**src/rtl/elevator_pkg.sv**
```systemverilog
// Shared types and constants for the SCAN elevator car controller:
// the controller state encoding and the active-high {a..g} seven-segment
// patterns for the digits 0..9.
package elevator_pkg;

  typedef enum logic [2:0] {
    IDLE,
    MOVING,
    DOOR_OPEN,
    FIRE_RECALL,
    FIRE_PARKED
  } state_t;

  localparam logic [6:0] SEG_0 = 7'b1111110;
  localparam logic [6:0] SEG_1 = 7'b0110000;
  localparam logic [6:0] SEG_2 = 7'b1101101;
  localparam logic [6:0] SEG_3 = 7'b1111001;
  localparam logic [6:0] SEG_4 = 7'b0110011;
  localparam logic [6:0] SEG_5 = 7'b1011011;
  localparam logic [6:0] SEG_6 = 7'b1011111;
  localparam logic [6:0] SEG_7 = 7'b1110000;
  localparam logic [6:0] SEG_8 = 7'b1111111;
  localparam logic [6:0] SEG_9 = 7'b1111011;

endpackage

```
**src/rtl/elevator_seg_dec.sv**
```systemverilog
// Combinational BCD to seven-segment decoder, segments {a..g}, active high.
// Codes above 9 blank the display.
module elevator_seg_dec
  import elevator_pkg::*;
(
  input  logic [3:0] bcd,
  output logic [6:0] seg
);

  // Digit lookup
  always_comb begin
    seg = 7'b0000000;
    case (bcd)
      4'd0:    seg = SEG_0;
      4'd1:    seg = SEG_1;
      4'd2:    seg = SEG_2;
      4'd3:    seg = SEG_3;
      4'd4:    seg = SEG_4;
      4'd5:    seg = SEG_5;
      4'd6:    seg = SEG_6;
      4'd7:    seg = SEG_7;
      4'd8:    seg = SEG_8;
      4'd9:    seg = SEG_9;
      default: seg = 7'b0000000;
    endcase
  end

endmodule

```
**src/rtl/elevator_scan_ctrl.sv**
```systemverilog
// SCAN (collective) elevator car controller: latches landing calls, serves
// them in sweep order, sequences the door with a timer, holds the door on
// overload / obstruction and performs fire-alarm recall to FIRE_FLOOR.
// Optional feature macro ELEV_SEG_EN: when defined, seg carries a registered
// seven-segment image of the floor; otherwise seg is tied low.
module elevator_scan_ctrl
  import elevator_pkg::*;
#(
  parameter int NUM_FLOORS    = 8,
  parameter int FLOOR_W       = $clog2(NUM_FLOORS),
  parameter int TRAVEL_CYCLES = 4,
  parameter int DOOR_CYCLES   = 6,
  parameter int FIRE_FLOOR    = 0
) (
  input  logic                  clk,
  input  logic                  rst,
  input  logic [NUM_FLOORS-1:0] req,
  input  logic                  overload,
  input  logic                  firealarm,
  input  logic                  person_detected,
  output logic                  door_open,
  output logic                  door_closed,
  output logic [FLOOR_W-1:0]    floor,
  output logic [3:0]            bcd_floor,
  output logic                  dir_up,
  output logic                  moving,
  output logic [NUM_FLOORS-1:0] pending,
  output logic                  fire_mode,
  output logic [6:0]            seg
);

  localparam int TW = (TRAVEL_CYCLES > 1) ? $clog2(TRAVEL_CYCLES) : 1;
  localparam int DW = (DOOR_CYCLES > 1) ? $clog2(DOOR_CYCLES) : 1;
  localparam logic [TW-1:0]      TRAVEL_LAST = TW'(TRAVEL_CYCLES - 1);
  localparam logic [DW-1:0]      DOOR_LAST   = DW'(DOOR_CYCLES - 1);
  localparam logic [FLOOR_W-1:0] TOP_FLOOR   = FLOOR_W'(NUM_FLOORS - 1);
  localparam logic [FLOOR_W-1:0] FIRE_F      = FLOOR_W'(FIRE_FLOOR);

  state_t                  state;
  logic [TW-1:0]           travel_cnt;
  logic [DW-1:0]           door_cnt;
  logic [FLOOR_W-1:0]      arrive_floor;
  logic [NUM_FLOORS-1:0]   pending_merge;
  logic                    any_above, any_below, arr_above, arr_below;

  // One-hot mask of a landing, used to clear its call when its door opens
  function automatic logic [NUM_FLOORS-1:0] floor_bit(input logic [FLOOR_W-1:0] f);
    floor_bit = NUM_FLOORS'(1) << f;
  endfunction

  // Floor the car reaches at the end of the current hop, clamped to the shaft
  always_comb begin
    arrive_floor = floor;
    if (dir_up && floor != TOP_FLOOR)
      arrive_floor = floor + FLOOR_W'(1);
    else if (!dir_up && floor != '0)
      arrive_floor = floor - FLOOR_W'(1);
  end

  // Calls above/below the current floor and the floor being arrived at
  always_comb begin
    any_above = 1'b0;
    any_below = 1'b0;
    arr_above = 1'b0;
    arr_below = 1'b0;
    for (int i = 0; i < NUM_FLOORS; i++) begin
      if (pending[i]) begin
        if (i > int'(floor))        any_above = 1'b1;
        if (i < int'(floor))        any_below = 1'b1;
        if (i > int'(arrive_floor)) arr_above = 1'b1;
        if (i < int'(arrive_floor)) arr_below = 1'b1;
      end
    end
  end

  // New calls merge into the latch; fire service discards all calls
  always_comb begin
    pending_merge = pending | req;
    if (firealarm || fire_mode)
      pending_merge = '0;
  end

  // Controller FSM with call latch, travel and door timers
  always_ff @(posedge clk or posedge rst) begin
    if (rst) begin
      state      <= IDLE;
      floor      <= '0;
      dir_up     <= 1'b1;
      moving     <= 1'b0;
      door_open  <= 1'b0;
      pending    <= '0;
      fire_mode  <= 1'b0;
      travel_cnt <= '0;
      door_cnt   <= '0;
    end else begin
      pending <= pending_merge;
      if (firealarm && !fire_mode) begin
        // Fire overrides everything, including a held door
        fire_mode  <= 1'b1;
        travel_cnt <= '0;
        door_cnt   <= '0;
        if (floor == FIRE_F) begin
          state     <= FIRE_PARKED;
          door_open <= 1'b1;
          moving    <= 1'b0;
        end else begin
          state     <= FIRE_RECALL;
          door_open <= 1'b0;
          moving    <= 1'b1;
          dir_up    <= (FIRE_F > floor);
        end
      end else begin
        case (state)
          IDLE: begin
            if (pending[floor]) begin
              state     <= DOOR_OPEN;
              door_open <= 1'b1;
              door_cnt  <= '0;
              pending   <= pending_merge & ~floor_bit(floor);
            end else if (|pending) begin
              state      <= MOVING;
              moving     <= 1'b1;
              travel_cnt <= '0;
              dir_up     <= any_above && (dir_up || !any_below);
            end
          end
          MOVING: begin
            if (travel_cnt == TRAVEL_LAST) begin
              travel_cnt <= '0;
              floor      <= arrive_floor;
              if (pending[arrive_floor]) begin
                state     <= DOOR_OPEN;
                moving    <= 1'b0;
                door_open <= 1'b1;
                door_cnt  <= '0;
                pending   <= pending_merge & ~floor_bit(arrive_floor);
              end else if (dir_up ? arr_above : arr_below) begin
                state <= MOVING;
              end else if (dir_up ? arr_below : arr_above) begin
                dir_up <= !dir_up;
              end else begin
                state  <= IDLE;
                moving <= 1'b0;
              end
            end else begin
              travel_cnt <= travel_cnt + TW'(1);
            end
          end
          DOOR_OPEN: begin
            pending <= pending_merge & ~floor_bit(floor);
            if (person_detected || overload || req[floor]) begin
              door_cnt <= '0;
            end else if (door_cnt == DOOR_LAST) begin
              state     <= IDLE;
              door_open <= 1'b0;
              door_cnt  <= '0;
            end else begin
              door_cnt <= door_cnt + DW'(1);
            end
          end
          FIRE_RECALL: begin
            if (travel_cnt == TRAVEL_LAST) begin
              travel_cnt <= '0;
              floor      <= arrive_floor;
              if (arrive_floor == FIRE_F) begin
                state     <= FIRE_PARKED;
                door_open <= 1'b1;
                moving    <= 1'b0;
              end
            end else begin
              travel_cnt <= travel_cnt + TW'(1);
            end
          end
          FIRE_PARKED: begin
            if (!firealarm) begin
              state     <= IDLE;
              door_open <= 1'b0;
              fire_mode <= 1'b0;
            end
          end
          default: state <= IDLE;
        endcase
      end
    end
  end

  assign door_closed = ~door_open;
  assign bcd_floor   = 4'(floor);

`ifdef ELEV_SEG_EN
  logic [6:0] seg_comb;

  elevator_seg_dec u_seg_dec (
    .bcd (bcd_floor),
    .seg (seg_comb)
  );

  // Display image lags the floor by one cycle
  always_ff @(posedge clk or posedge rst) begin
    if (rst) seg <= SEG_0;
    else     seg <= seg_comb;
  end
`else
  assign seg = 7'b0000000;
`endif

endmodule

```
**config.mk**
```make
export PLATFORM = sky130hd
export DESIGN_NAME = elevator_scan_ctrl
export DESIGN_NICKNAME = d
export VERILOG_FILES = /design/src/rtl/elevator_pkg.sv /design/src/rtl/elevator_seg_dec.sv /design/src/rtl/elevator_scan_ctrl.sv
export SDC_FILE = /design/constraint.sdc
export NUM_CORES = 1
export LEC_CHECK = 0
export BUFFER_PORTS_ARGS = -buffer_cell sky130_fd_sc_hd__buf_2
export CORE_ASPECT_RATIO = 1.2
export CORE_MARGIN = 4
export CORE_UTILIZATION = 51
export DETAILED_ROUTE_END_ITERATION = 8
export PLACE_DENSITY = 0.87
export SLEW_MARGIN = 20
export SYNTH_ARGS = -nofsm -noshare
export SYNTH_HDL_FRONTEND = slang
export SYNTH_SLANG_ARGS = --single-unit
export TNS_END_PERCENT = 20
```
**constraint.sdc**
```tcl
create_clock -name clk -period 3.76 [get_ports clk]
set_clock_uncertainty 0.05 [all_clocks]
set_input_delay 0.376 -clock clk [delete_from_list [all_inputs] [get_ports clk]]
set_output_delay 0.376 -clock clk [all_outputs]
set_load 0.01 [all_outputs]
```
==> flow_summary.toml <==
[run_status]
outcome = "finished clean"

[placement]
dp_slack_ns = 0.204
routabilityCongestion = 0.979
place_area_mm2 = 0.00237
place_inst = 349
io_buffers = 31
hpwl_um = 4760

[power_and_ir_drop]
power_switching_mw = 1.03
combPwrFrac_pct = 70.4
power_density_mw_per_mm2 = 813
internal_power_mw = 0.941
p_leak_nw = 1.16
clockPowerShare_pct = 8.1
ir_drop_mv = 0.430
swShare_pct = 52.1
seqPwrFrac_pct = 21.5

[clocking]
cts-buffers-inserted = 3
cts_num_sinks = 23
ctsHoldBuffers = 0
worstSkewPairLatency_ns = 0.27
h-tree-depth = 1
clk_pin_slew_ns = 0.08
cts.path.max_buffers = 2
cts_setup_buffers = 0
cts_tree = "built"
ctsResizeCount = 0
cts-root-buf = "clkbuf_8"

[timing]
fmax_mhz = 278
layout_setup_ws_ns = 0.162
min_period_ns = 3.60
finalHoldViolCount = 0
rsz0062_at_grt = "false"
post-route-period-util_pct = 95.7
finalMaxSlewViolations = 0
fin_setup_tns_ns = 0
relSlewSlack_pct = 40.2
setup_viol = 0
tightest_slew_ns = 0.895

[routing]
wl_per_cell_um = 17.8
wl_um = 6270
via_per_inst = 6.41
vias = 2263
drt_iter0_markers = 293
drc = 0
ant_nets = 0
drt_first_pass_iters = 6

[floorplan]
fp.dieW_um = 68.1
ios = 40
rows = 25
die-area_mm2 = 0.00545
start_util_pct = 54.3
die_h_um = 80.1
core_mm2 = 0.00407

[critical_path]
slowest_stage = "or4_4"
worstPathArrival_ns = 3.71
crit_chain = "inv_1 > ha_1 > nor2b_1 > mux4_2 > o31ai_2 > nand2_1 > a221o_1 > or4_4 > a211o_1 > o2111ai_2 > mux2_4"
cpPeakStageDelay_ns = 0.52
start_kind = "flip-flop"
critical_path_class = "flip-flop to flip-flop"
endpoint_kind = "flip-flop"
cp_top_family = "compound AO/OA/AOI/OAI gates"
required_ns = 3.87
worst-path-buf-inv = 1
crit_fanout = 8

[final_layout]
final_area_mm2 = 0.00242
stdcell_count = 353
drive_gt1_share_pct = 22.1
n_antenna_cell = 0
area_growth_pct = 9.58
nets = 320

[synth]
syn_inst = 272
async_flop_share_pct = 100
synth_edf_count = 0
synth-seq-cells = 23
synth_area_per_cell_um2 = 8.12
ys.flop_type = "dfrtp_1"
netlist-cell-type-count = 53
yosysSeqAreaShare_pct = 26.1
synth_area_mm2 = 0.00221
synth_warnings = 0

[worst_hold_path]
min_path_type = "input port to asynchronous set/reset pin"

[grt]
grt_overflow = 0
grt_pass1_wl_um = 9720
grt_max_degree = 24
first_global_vias = 1997
grt_usage_pct = 23.5
antenna_found_initial = 0

[flow_run]
drv_cap = 0
placed cells by master, fill, tap and decap left out, types with 5 or more instances in the layout:
master and n:
mux2i_1 7, o221a_2 5, buf_4 7, nor2_1 29
inv_1 12, nand2_1 26, ha_1 7, o21ai_0 19
a31oi_1 5, dfrtp_1 22, nor2b_1 8, nor3_1 14
a21oi_1 26, o22ai_1 5, mux4_2 6, conb_1 8
buf_2 31
final timing paths:
| path | to | start | depth (start not counted) | slack (ns) |
|---|---|---|---|---|
| max in group asynchronous | pending[7]$_DFF_PP0_ | rst | 2 | 2.87 |
| worst min register to register | travel_cnt[0]$_DFFE_PP0P_ | travel_cnt[0]$_DFFE_PP0P_ | 1 | 0.46 |
| min in group clk | fire_mode$_DFFE_PP0P_ | firealarm | 2 | 0.31 |
| worst max register to register | state[1]$_DFFE_PP0P_ | floor[1]$_DFFE_PP0P_ | 11 | 0.16 |
| worst max-delay path | state[1]$_DFFE_PP0P_ | floor[1]$_DFFE_PP0P_ | 11 | 0.16 |
| worst min-delay path | door_open$_DFFE_PP0P_ | rst | 2 | 0.25 |
cell usage after synthesis (all sizes together) (6+ instances only):
cell     n  area share (%)
a21oi   26             5.9
buf     13             4.6
clkbuf   9             1.5
dfrtp   22              25
ha       7             4.0
inv     12             2.0
mux2i    7             3.2
mux4     6             6.1
nand2   27             4.9
nor2    29             4.9
nor2b    8             2.3
nor3    14             3.2
o21ai   20             5.0
power groups by stage:
stage / clock network, mW / registers, mW / logic [mW]
after global placement: 0 / 0.421 / 1.33
after floorplan: 0 / 0.385 / 1.08
after detailed placement: 0 / 0.424 / 1.35
after CTS: 0.164 / 0.418 / 1.36
final: 0.159 / 0.423 / 1.38
after global routing: 0.174 / 0.436 / 1.50
registers in the layout, summed over array words and instances, names as in the netlist:
| register | cells |
|---|---|
| door_cnt | 3 |
| dir_up | 1 |
| moving | 1 |
| door_open | 1 |
| floor | 3 |
| fire_mode | 1 |
| pending | 8 |
| state | 3 |
| travel_cnt | 2 |
logic make-up after synthesis:
| kind of cell | synth area share (%) |
|---|---|
| XOR/XNOR | 0.397 |
| adder cells (fa/ha/maj) | 3.97 |
| other | 0.170 |
| flip-flops | 26.1 |
| AND/OR/NAND/NOR | 22.6 |
| AO/OA/AOI/OAI | 27.1 |
| multiplexers | 11.5 |
| buffers and inverters | 8.16 |
metal layers:
layer  vias to the layer above  track usage [%]  part of all wire [%]
met4                         0             10.7                   3.5
met3                        28             2.94                   7.6
met1                      1055             28.9                    39
met2                       139             39.9                    50
met5                         -                0                     0
li1                       1041                -                     -
metrics by stage:
stage / total power [mW] / hold slack [ns] / util, %
6_report: 1.97 / 0.245 / 59.5
5_1_grt: 2.11 / 0.313 / 59.5
4_1_cts: 1.94 / 0.275 / 59.5
3_5_place_dp: 1.77 / 0.443 / 58.4
3_3_place_gp: 1.75 / 0.429 / 58.4
2_1_floorplan: 1.46 / 0.327 / -
area by class of cell:
cell class	count	area [um2]
clock buffers	4	45.0
multi-input cells	222	1480
well taps	54	67.6
flip-flops and latches	23	577
inverters	12	45.0
repair buffers	38	208
fillers	381	1650
No activity file was read; power rests on OpenSTA's default activity.
